## config.mk

```make
export PLATFORM = sky130hd
export DESIGN_NAME = tcb_lib_logsize2byteena_split_flat
export DESIGN_NICKNAME = d
export VERILOG_FILES = /design/src/rtl/tcb_lib_logsize2byteena_split_if.sv /design/src/rtl/tcb_lib_logsize2byteena_split.sv /design/src/flat_wrapper.sv
export SDC_FILE = /design/constraint.sdc
export NUM_CORES = 1
export LEC_CHECK = 0
export CAP_MARGIN = 20
export CORE_ASPECT_RATIO = 0.9
export CORE_UTILIZATION = 46
export DETAILED_ROUTE_END_ITERATION = 7
export PLACE_DENSITY = 0.87
export SLEW_MARGIN = 5
export SYNTH_ARGS = -nofsm -noshare
export SYNTH_HDL_FRONTEND = slang
export SYNTH_SLANG_ARGS = --single-unit
export TNS_END_PERCENT = 20
```

## constraint.sdc

```tcl
create_clock -name clk -period 6.1 [get_ports clk]
set_input_delay 1.22 -clock clk [delete_from_list [all_inputs] [get_ports clk]]
set_output_delay 1.22 -clock clk [all_outputs]
set_load 0.02 [all_outputs]
```

## src/rtl/tcb_lib_logsize2byteena_split_if.sv

```systemverilog
// Bus interfaces for the log-size to byte-enable splitter.
// tcb_ls_if carries the log-size side: access size is sent as log2(bytes).
// tcb_be_if carries the byte-enable side: word-aligned address plus lane enables.

interface tcb_ls_if #(
    parameter int AW = 32,
    parameter int DW = 32
);
    localparam int BEN = DW / 8;
    localparam int MAX = $clog2(BEN);
    localparam int SW  = $clog2(MAX + 1);

    logic          vld;
    logic          rdy;
    logic          wen;
    logic [AW-1:0] adr;
    logic [SW-1:0] siz;
    logic [DW-1:0] wdt;
    logic          rsp;
    logic [DW-1:0] rdt;
    logic          err;

    modport master (output vld, wen, adr, siz, wdt, input  rdy, rsp, rdt, err);
    modport slave  (input  vld, wen, adr, siz, wdt, output rdy, rsp, rdt, err);
endinterface

interface tcb_be_if #(
    parameter int AW = 32,
    parameter int DW = 32
);
    localparam int BEN = DW / 8;

    logic           vld;
    logic           rdy;
    logic           wen;
    logic [AW-1:0]  adr;
    logic [BEN-1:0] ben;
    logic [DW-1:0]  wdt;
    logic [DW-1:0]  rdt;
    logic           err;

    modport master (output vld, wen, adr, ben, wdt, input  rdy, rdt, err);
    modport slave  (input  vld, wen, adr, ben, wdt, output rdy, rdt, err);
endinterface

```

## src/rtl/tcb_lib_logsize2byteena_split.sv

```systemverilog
// Log-size to byte-enable converter (little-endian).
// Accesses crossing a data-word boundary become two aligned manager beats;
// the two read responses are merged into one subordinate response.

module tcb_lib_logsize2byteena_split #(
    parameter int AW  = 32,
    parameter int DW  = 32,
    parameter int DLY = 1
)(
    input  logic     clk,
    input  logic     rst_n,
    tcb_ls_if.slave  sub,
    tcb_be_if.master man
);
    localparam int BEN = DW / 8;
    localparam int MAX = $clog2(BEN);
    localparam int SW  = $clog2(MAX + 1);
    localparam int EW  = MAX + 2;

    typedef enum logic {ST_IDLE, ST_SECOND} state_t;

    // One entry per manager handshake, aligned with its response.
    typedef struct packed {
        logic           vld;
        logic           first;
        logic           last;
        logic [MAX-1:0] off;
        logic [SW-1:0]  siz;
    } rec_t;

    state_t         r_state;
    state_t         w_state_nxt;
    logic           w_man_vld;
    logic           w_sub_rdy;
    logic           w_second;
    logic [SW-1:0]  w_siz;
    logic [MAX-1:0] w_off;
    logic [EW-1:0]  w_end;
    logic           w_cross;
    logic [AW-1:0]  w_adr_lo;
    logic [AW-1:0]  w_adr_hi;
    logic [BEN-1:0] w_ben;
    logic [DW-1:0]  w_wdt;
    logic [MAX-1:0] v_src;
    rec_t           w_rec_in;
    rec_t           w_rec_out;
    logic [DW-1:0]  r_hold;
    logic           r_herr;
    logic           w_rsp;
    logic           w_split;
    logic [EW-1:0]  w_rlen;
    logic [DW-1:0]  w_merged;
    logic [DW-1:0]  w_rdt;
    logic [MAX-1:0] v_sel;

    // Oversized requests are clamped to a full word.
    assign w_siz    = (sub.siz > SW'(MAX)) ? SW'(MAX) : sub.siz;
    assign w_off    = sub.adr[MAX-1:0];
    assign w_end    = {2'b00, w_off} + (EW'(1) << w_siz);
    assign w_cross  = (w_end > EW'(BEN));
    assign w_adr_lo = {sub.adr[AW-1:MAX], MAX'(0)};
    assign w_adr_hi = w_adr_lo + AW'(BEN);

    // State register.
    always_ff @(posedge clk or negedge rst_n) begin
        // NOTE: sequential state uses non-blocking assignments so every flop samples pre-edge values.
        if (!rst_n) r_state <= ST_IDLE;
        else        r_state <= w_state_nxt;
    end

    // Next state and handshake steering.
    always_comb begin
        // NOTE: every output gets a default first, so no path leaves a latch behind.
        w_state_nxt = r_state;
        w_man_vld   = 1'b0;
        w_sub_rdy   = 1'b0;
        w_second    = 1'b0;
        case (r_state)
            ST_IDLE: begin
                w_man_vld = sub.vld;
                w_sub_rdy = w_cross ? 1'b0 : man.rdy;
                if (sub.vld && man.rdy && w_cross) w_state_nxt = ST_SECOND;
            end
            ST_SECOND: begin
                w_man_vld = 1'b1;
                w_sub_rdy = man.rdy;
                w_second  = 1'b1;
                if (man.rdy) w_state_nxt = ST_IDLE;
            end
            default: w_state_nxt = ST_IDLE;
        endcase
    end

    // Lane enables for the current beat and write data rotated onto byte lanes.
    always_comb begin
        w_ben = '0;
        w_wdt = '0;
        v_src = '0;
        for (int i = 0; i < BEN; i++) begin
            if (w_second) w_ben[i] = (EW'(i + BEN) < w_end);
            else          w_ben[i] = (EW'(i) >= {2'b00, w_off}) && (EW'(i) < w_end);
            v_src = MAX'(i) - w_off;
            w_wdt[8*i +: 8] = sub.wdt[8*int'(v_src) +: 8];
        end
    end

    // Every output is forced low while reset is held.
    assign man.vld = rst_n & w_man_vld;
    assign man.wen = rst_n & sub.wen;
    assign man.adr = rst_n ? (w_second ? w_adr_hi : w_adr_lo) : '0;
    assign man.ben = rst_n ? w_ben : '0;
    assign man.wdt = rst_n ? w_wdt : '0;
    assign sub.rdy = rst_n & w_sub_rdy;

    assign w_rec_in = '{vld:   w_man_vld & man.rdy,
                        first: ~w_second,
                        last:  w_second | ~w_cross,
                        off:   w_off,
                        siz:   w_siz};

    generate
        if (DLY == 0) begin : g_nodly
            assign w_rec_out = w_rec_in;
        end else begin : g_dly
            rec_t r_pipe [DLY];
            // Delay line matching the manager response latency.
            always_ff @(posedge clk or negedge rst_n) begin
                // NOTE: this small array is reset on purpose; a stale vld bit would emit a phantom response.
                if (!rst_n) begin
                    for (int i = 0; i < DLY; i++) r_pipe[i] <= '0;
                end else begin
                    r_pipe[0] <= w_rec_in;
                    for (int i = 1; i < DLY; i++) r_pipe[i] <= r_pipe[i-1];
                end
            end
            assign w_rec_out = r_pipe[DLY-1];
        end
    endgenerate

    // Capture the first half of a split read until its second half returns.
    always_ff @(posedge clk or negedge rst_n) begin
        if (!rst_n) begin
            r_hold <= '0;
            r_herr <= 1'b0;
        end else if (w_rec_out.vld && w_rec_out.first && !w_rec_out.last) begin
            r_hold <= man.rdt;
            r_herr <= man.err;
        end
    end

    assign w_rsp   = rst_n & w_rec_out.vld & w_rec_out.last;
    assign w_split = w_rec_out.vld & ~w_rec_out.first;
    assign w_rlen  = EW'(1) << w_rec_out.siz;

    // Merge held and live lanes, then rotate back to LSB-aligned and zero-fill.
    always_comb begin
        w_merged = '0;
        w_rdt    = '0;
        v_sel    = '0;
        for (int k = 0; k < BEN; k++) begin
            w_merged[8*k +: 8] = (w_split && (MAX'(k) >= w_rec_out.off)) ? r_hold[8*k +: 8]
                                                                        : man.rdt[8*k +: 8];
        end
        for (int j = 0; j < BEN; j++) begin
            v_sel = MAX'(j) + w_rec_out.off;
            if (EW'(j) < w_rlen) w_rdt[8*j +: 8] = w_merged[8*int'(v_sel) +: 8];
        end
    end

    assign sub.rsp = w_rsp;
    assign sub.rdt = w_rsp ? w_rdt : '0;
    assign sub.err = w_rsp & (man.err | (w_split & r_herr));

    a_siz_legal: assert property (@(posedge clk) disable iff (!rst_n)
        sub.vld |-> (sub.siz <= SW'(MAX)));

    a_req_stable: assert property (@(posedge clk) disable iff (!rst_n)
        (sub.vld && !sub.rdy) |=> (!rst_n || (sub.vld && $stable(sub.wen) && $stable(sub.adr)
                                              && $stable(sub.siz) && $stable(sub.wdt))));

    a_second_vld: assert property (@(posedge clk) disable iff (!rst_n)
        (r_state == ST_SECOND) |-> sub.vld);

endmodule

```

## src/flat_wrapper.sv

```systemverilog
// flat-port wrapper written by rule: the top's interface ports become plain ports
module tcb_lib_logsize2byteena_split_flat 
#(
    parameter int AW  = 32,
    parameter int DW  = 32,
    parameter int DLY = 1
)
  (clk, rst_n, sub_vld, sub_wen, sub_adr, sub_siz, sub_wdt, sub_rdy, sub_rsp, sub_rdt, sub_err, man_vld, man_wen, man_adr, man_ben, man_wdt, man_rdy, man_rdt, man_err);
  tcb_ls_if #(.AW(AW), .DW(DW)) sub_i ();
  tcb_be_if #(.AW(AW), .DW(DW)) man_i ();
  input  logic clk;
  input  logic rst_n;
  input wire logic [$bits(sub_i.vld)-1:0] sub_vld;
  input wire logic [$bits(sub_i.wen)-1:0] sub_wen;
  input wire logic [$bits(sub_i.adr)-1:0] sub_adr;
  input wire logic [$bits(sub_i.siz)-1:0] sub_siz;
  input wire logic [$bits(sub_i.wdt)-1:0] sub_wdt;
  output wire logic [$bits(sub_i.rdy)-1:0] sub_rdy;
  output wire logic [$bits(sub_i.rsp)-1:0] sub_rsp;
  output wire logic [$bits(sub_i.rdt)-1:0] sub_rdt;
  output wire logic [$bits(sub_i.err)-1:0] sub_err;
  output wire logic [$bits(man_i.vld)-1:0] man_vld;
  output wire logic [$bits(man_i.wen)-1:0] man_wen;
  output wire logic [$bits(man_i.adr)-1:0] man_adr;
  output wire logic [$bits(man_i.ben)-1:0] man_ben;
  output wire logic [$bits(man_i.wdt)-1:0] man_wdt;
  input wire logic [$bits(man_i.rdy)-1:0] man_rdy;
  input wire logic [$bits(man_i.rdt)-1:0] man_rdt;
  input wire logic [$bits(man_i.err)-1:0] man_err;
  assign sub_i.vld = sub_vld;
  assign sub_i.wen = sub_wen;
  assign sub_i.adr = sub_adr;
  assign sub_i.siz = sub_siz;
  assign sub_i.wdt = sub_wdt;
  assign sub_rdy = sub_i.rdy;
  assign sub_rsp = sub_i.rsp;
  assign sub_rdt = sub_i.rdt;
  assign sub_err = sub_i.err;
  assign man_vld = man_i.vld;
  assign man_wen = man_i.wen;
  assign man_adr = man_i.adr;
  assign man_ben = man_i.ben;
  assign man_wdt = man_i.wdt;
  assign man_i.rdy = man_rdy;
  assign man_i.rdt = man_rdt;
  assign man_i.err = man_err;
  tcb_lib_logsize2byteena_split #(.AW(AW), .DW(DW), .DLY(DLY)) u_core (.clk(clk), .rst_n(rst_n), .sub(sub_i), .man(man_i));
endmodule
```

==> impl_metrics.yaml <==
yosys:
  synth_fa_ha_area_share_pct: 3.32
  synth.mux.area_fraction_pct: 31.2
  synthDistinctLibCells: 41
  synth_area_leaders: "dfrtp_1 (22%), mux4_2 (16%), mux2_2 (8.1%)"
  netlist.area_leader.share_pct: 22.3
  yosysWarnings: 0
  synth_top_family_by_area: "multiplexers"
  yosys.area_share.simple_pct: 18.9
  syn_avg_cell_area_um2: 9.48
  synthCells: 485
  syn_area_um2: 4600
  yosys.area.top_type: "dfrtp_1"
  synth_xor_area_share_pct: 2.10
  yosysSeqAreaShare_pct: 22.3
  synth-compound-area-share_pct: 17.4
  ys_seq_elements: 41
cts:
  clk_latency_ns: 0.30
  post_cts.repair.setup_buffers: 0
  cts_tree: "built"
  hold_buffers: 0
  cts_num_sinks: 41
  cts_max_level: 2
  cts_root_buf: "clkbuf_8"
  path_clk_slew_ns: 0.07
  cts-resized-gates: 0
  cts.path.max_buffers: 2
  cts_buffers: 5
final_layout:
  n_antenna_cell: 0
  post-route-util_pct: 70.4
  layout_common_cells: "clkdlybuf4s50_1 (204), dfrtp_1 (41), mux2i_1 (34), and2_1 (34), mux2_2 (33)"
  final_common_cell: "clkdlybuf4s50_1"
  areaGrowthSynthToFinish_pct: 48.6
  layout-drive-gt1-share_pct: 13.0
  fin_cells: 797
  final_nets: 784
  nFillCells: 776
critical_path:
  path_class: "in2out"
  endpoint_kind: "output port"
  crit_path_max_incr_delay_ns: 0.76
  cp.required_ns: 4.88
  crit_chain: "clkdlybuf4s50_1 > ha_1 > nand4_1 > or4_1 > or4_1 > a21oi_1 > clkdlybuf4s50_1"
  critPathMaxFanout: 16
  cp-start-kind: "input pin"
  slowest_stage: "or4_1"
  arrival_ns: 4.39
  reg2reg_setup_slack_ns: 4.47
sta:
  relSlewSlack_pct: 25.8
  timing.hold.ws_ns: 0.501
  fin_skew_ns: 0.00676
  finalCritPeriodShare_pct: 91.9
  grt_setup_unrepaired: "no"
  max_freq_ghz: 0.178
  slew_violations: 0
  setup_viol: 0
  worst_slew_pin_slew_ns: 1.11
  fin_setup_tns_ns: 0
  hold_viol_final: 0
  min_period_ns: 5.61
power:
  p_per_area_nw_per_um2: 173
  power_w: 0.00118
  total_leakage_power_nw: 2.52
  peakVddDrop_v: 0.0000883
floorplan:
  core-area_um2: 9700
  die_y_um: 96.8
  dieArea_um2: 10400
  die_width_um: 107
  start_util_pct: 47.4
  pin_count: 209
  row_count: 34
drt:
  wl_mm: 15.6
  ant_nets: 0
  wl_per_cell_um: 19.5
  via_per_inst: 6.25
  vias: 4981
  drtIter0Drc: 290
  first_pass_iters: 6
  drcViolationCount: 0
place:
  dp_hpwl_mm: 12.1
  place_inst: 789
  place_congestion: 0.964
  portBuffers: 206
grt:
  grt_pass1_vias: 4896
  grt_max_degree: 77
  grt-ovfl-total: 0
  grt_pass1_wl_mm: 25.0
  antenna_found_initial: 0
  track_usage_pct: 30.3
job:
  cap_violations: 0
status:
  status: "completed"
worst_hold_path:
  hp-class: "reg2reg"
[state kept, by name, summed over array words and instances (netlist names)]
register and cells:
u_core.g_dly.r_pipe 7, u_core.r_herr 1, u_core.r_hold 32, u_core.r_state 1
[final timing paths]
check                                       start                end  depth (start not counted)
min                              u_core.r_hold[1]   u_core.r_hold[1]                          1
min reg2reg                      u_core.r_hold[1]   u_core.r_hold[1]                          1
max                                    sub_adr[2]        man_adr[26]                          7
max reg2reg                u_core.g_dly.r_pipe[6]  u_core.r_hold[15]                          3
max in group asynchronous                   rst_n  u_core.r_hold[15]                          2
min in group asynchronous                   rst_n  u_core.r_hold[14]                          2
[logic make-up after synthesis]
family                   after synthesis
adder cells (fa/ha/maj)               12
multiplexers                          99
AO/OA/AOI/OAI                        118
other                                  1
AND/OR/NAND/NOR                      150
XOR/XNOR                              11
buffers and inverters                 53
flip-flops                            41
[worst max-delay path, delay by kind of cell]
| family | cells | cell delay, ns |
|---|---|---|
| AOI/OAI and AO/OA | 1 | 0.17 |
| adders and majority gates | 1 | 0.25 |
| buffers and inverters | 2 | 1.21 |
| and+or+nand+nor | 3 | 1.53 |
[where the power goes]
| group | switching (W) | leakage [nW] | internal (W) |
|---|---|---|---|
| Combinational | 0.000244 | 1.98 | 0.000303 |
| Sequential | 0.0000600 | 0.479 | 0.000376 |
| Clock | 0.0000931 | 0.0542 | 0.000102 |
[area by class of cell]
class	instances	area, um^2	share of cell area (%)
multi-input combinational	392	3360	49.2
timing repair buffer	217	2130	31.3
sequential	41	1030	15.0
tap	126	158	2.31
clock buffer	7	96.3	1.41
inverter	13	48.8	0.714
clock inverter	1	5.00	0.0733
[stage by stage]
| step | cell area [um^2] | setup WS (ns) |
|---|---|---|
| 3_3_place_gp | 6730 | 0.638 |
| 6_report | 6830 | 0.493 |
| 3_5_place_dp | 6730 | 0.513 |
| 5_1_grt | 6830 | 0.347 |
| 4_1_cts | 6830 | 0.511 |
| 2_1_floorplan | 4600 | 1.12 |
[cells in the mapped netlist (all sizes together)]
cell    instances
or3            10
a211oi         16
clkbuf         27
and4            1
nand2b          3
a221oi          1
conb            1
a22o           32
and4b           8
inv            11
nand3          14
nor3            5
and3            4
and2           34
o22ai           2
mux2           33
dfrtp          41
fa              1
a31oi          16
buf            13
clkinv          2
xor2            3
nand3b          2
nor2b           5
ha              9
nor3b           2
or4            11
nand4          11
nor2           23
maj3            2
nor4            1
or2             1
xnor2           8
nand2          15
o31ai          10
o21ai          18
a21oi          23
mux2i          34
mux4           32
[per-layer routing]
layer	GRT usage [%]	up-vias	share of wire, %
li1	-	2263	-
met1	36.0	2411	38
met2	52.7	283	50
met3	9.57	24	10
met4	7.80	0	2.1
met5	0	-	0
Power figures use the tool's default switching activity.
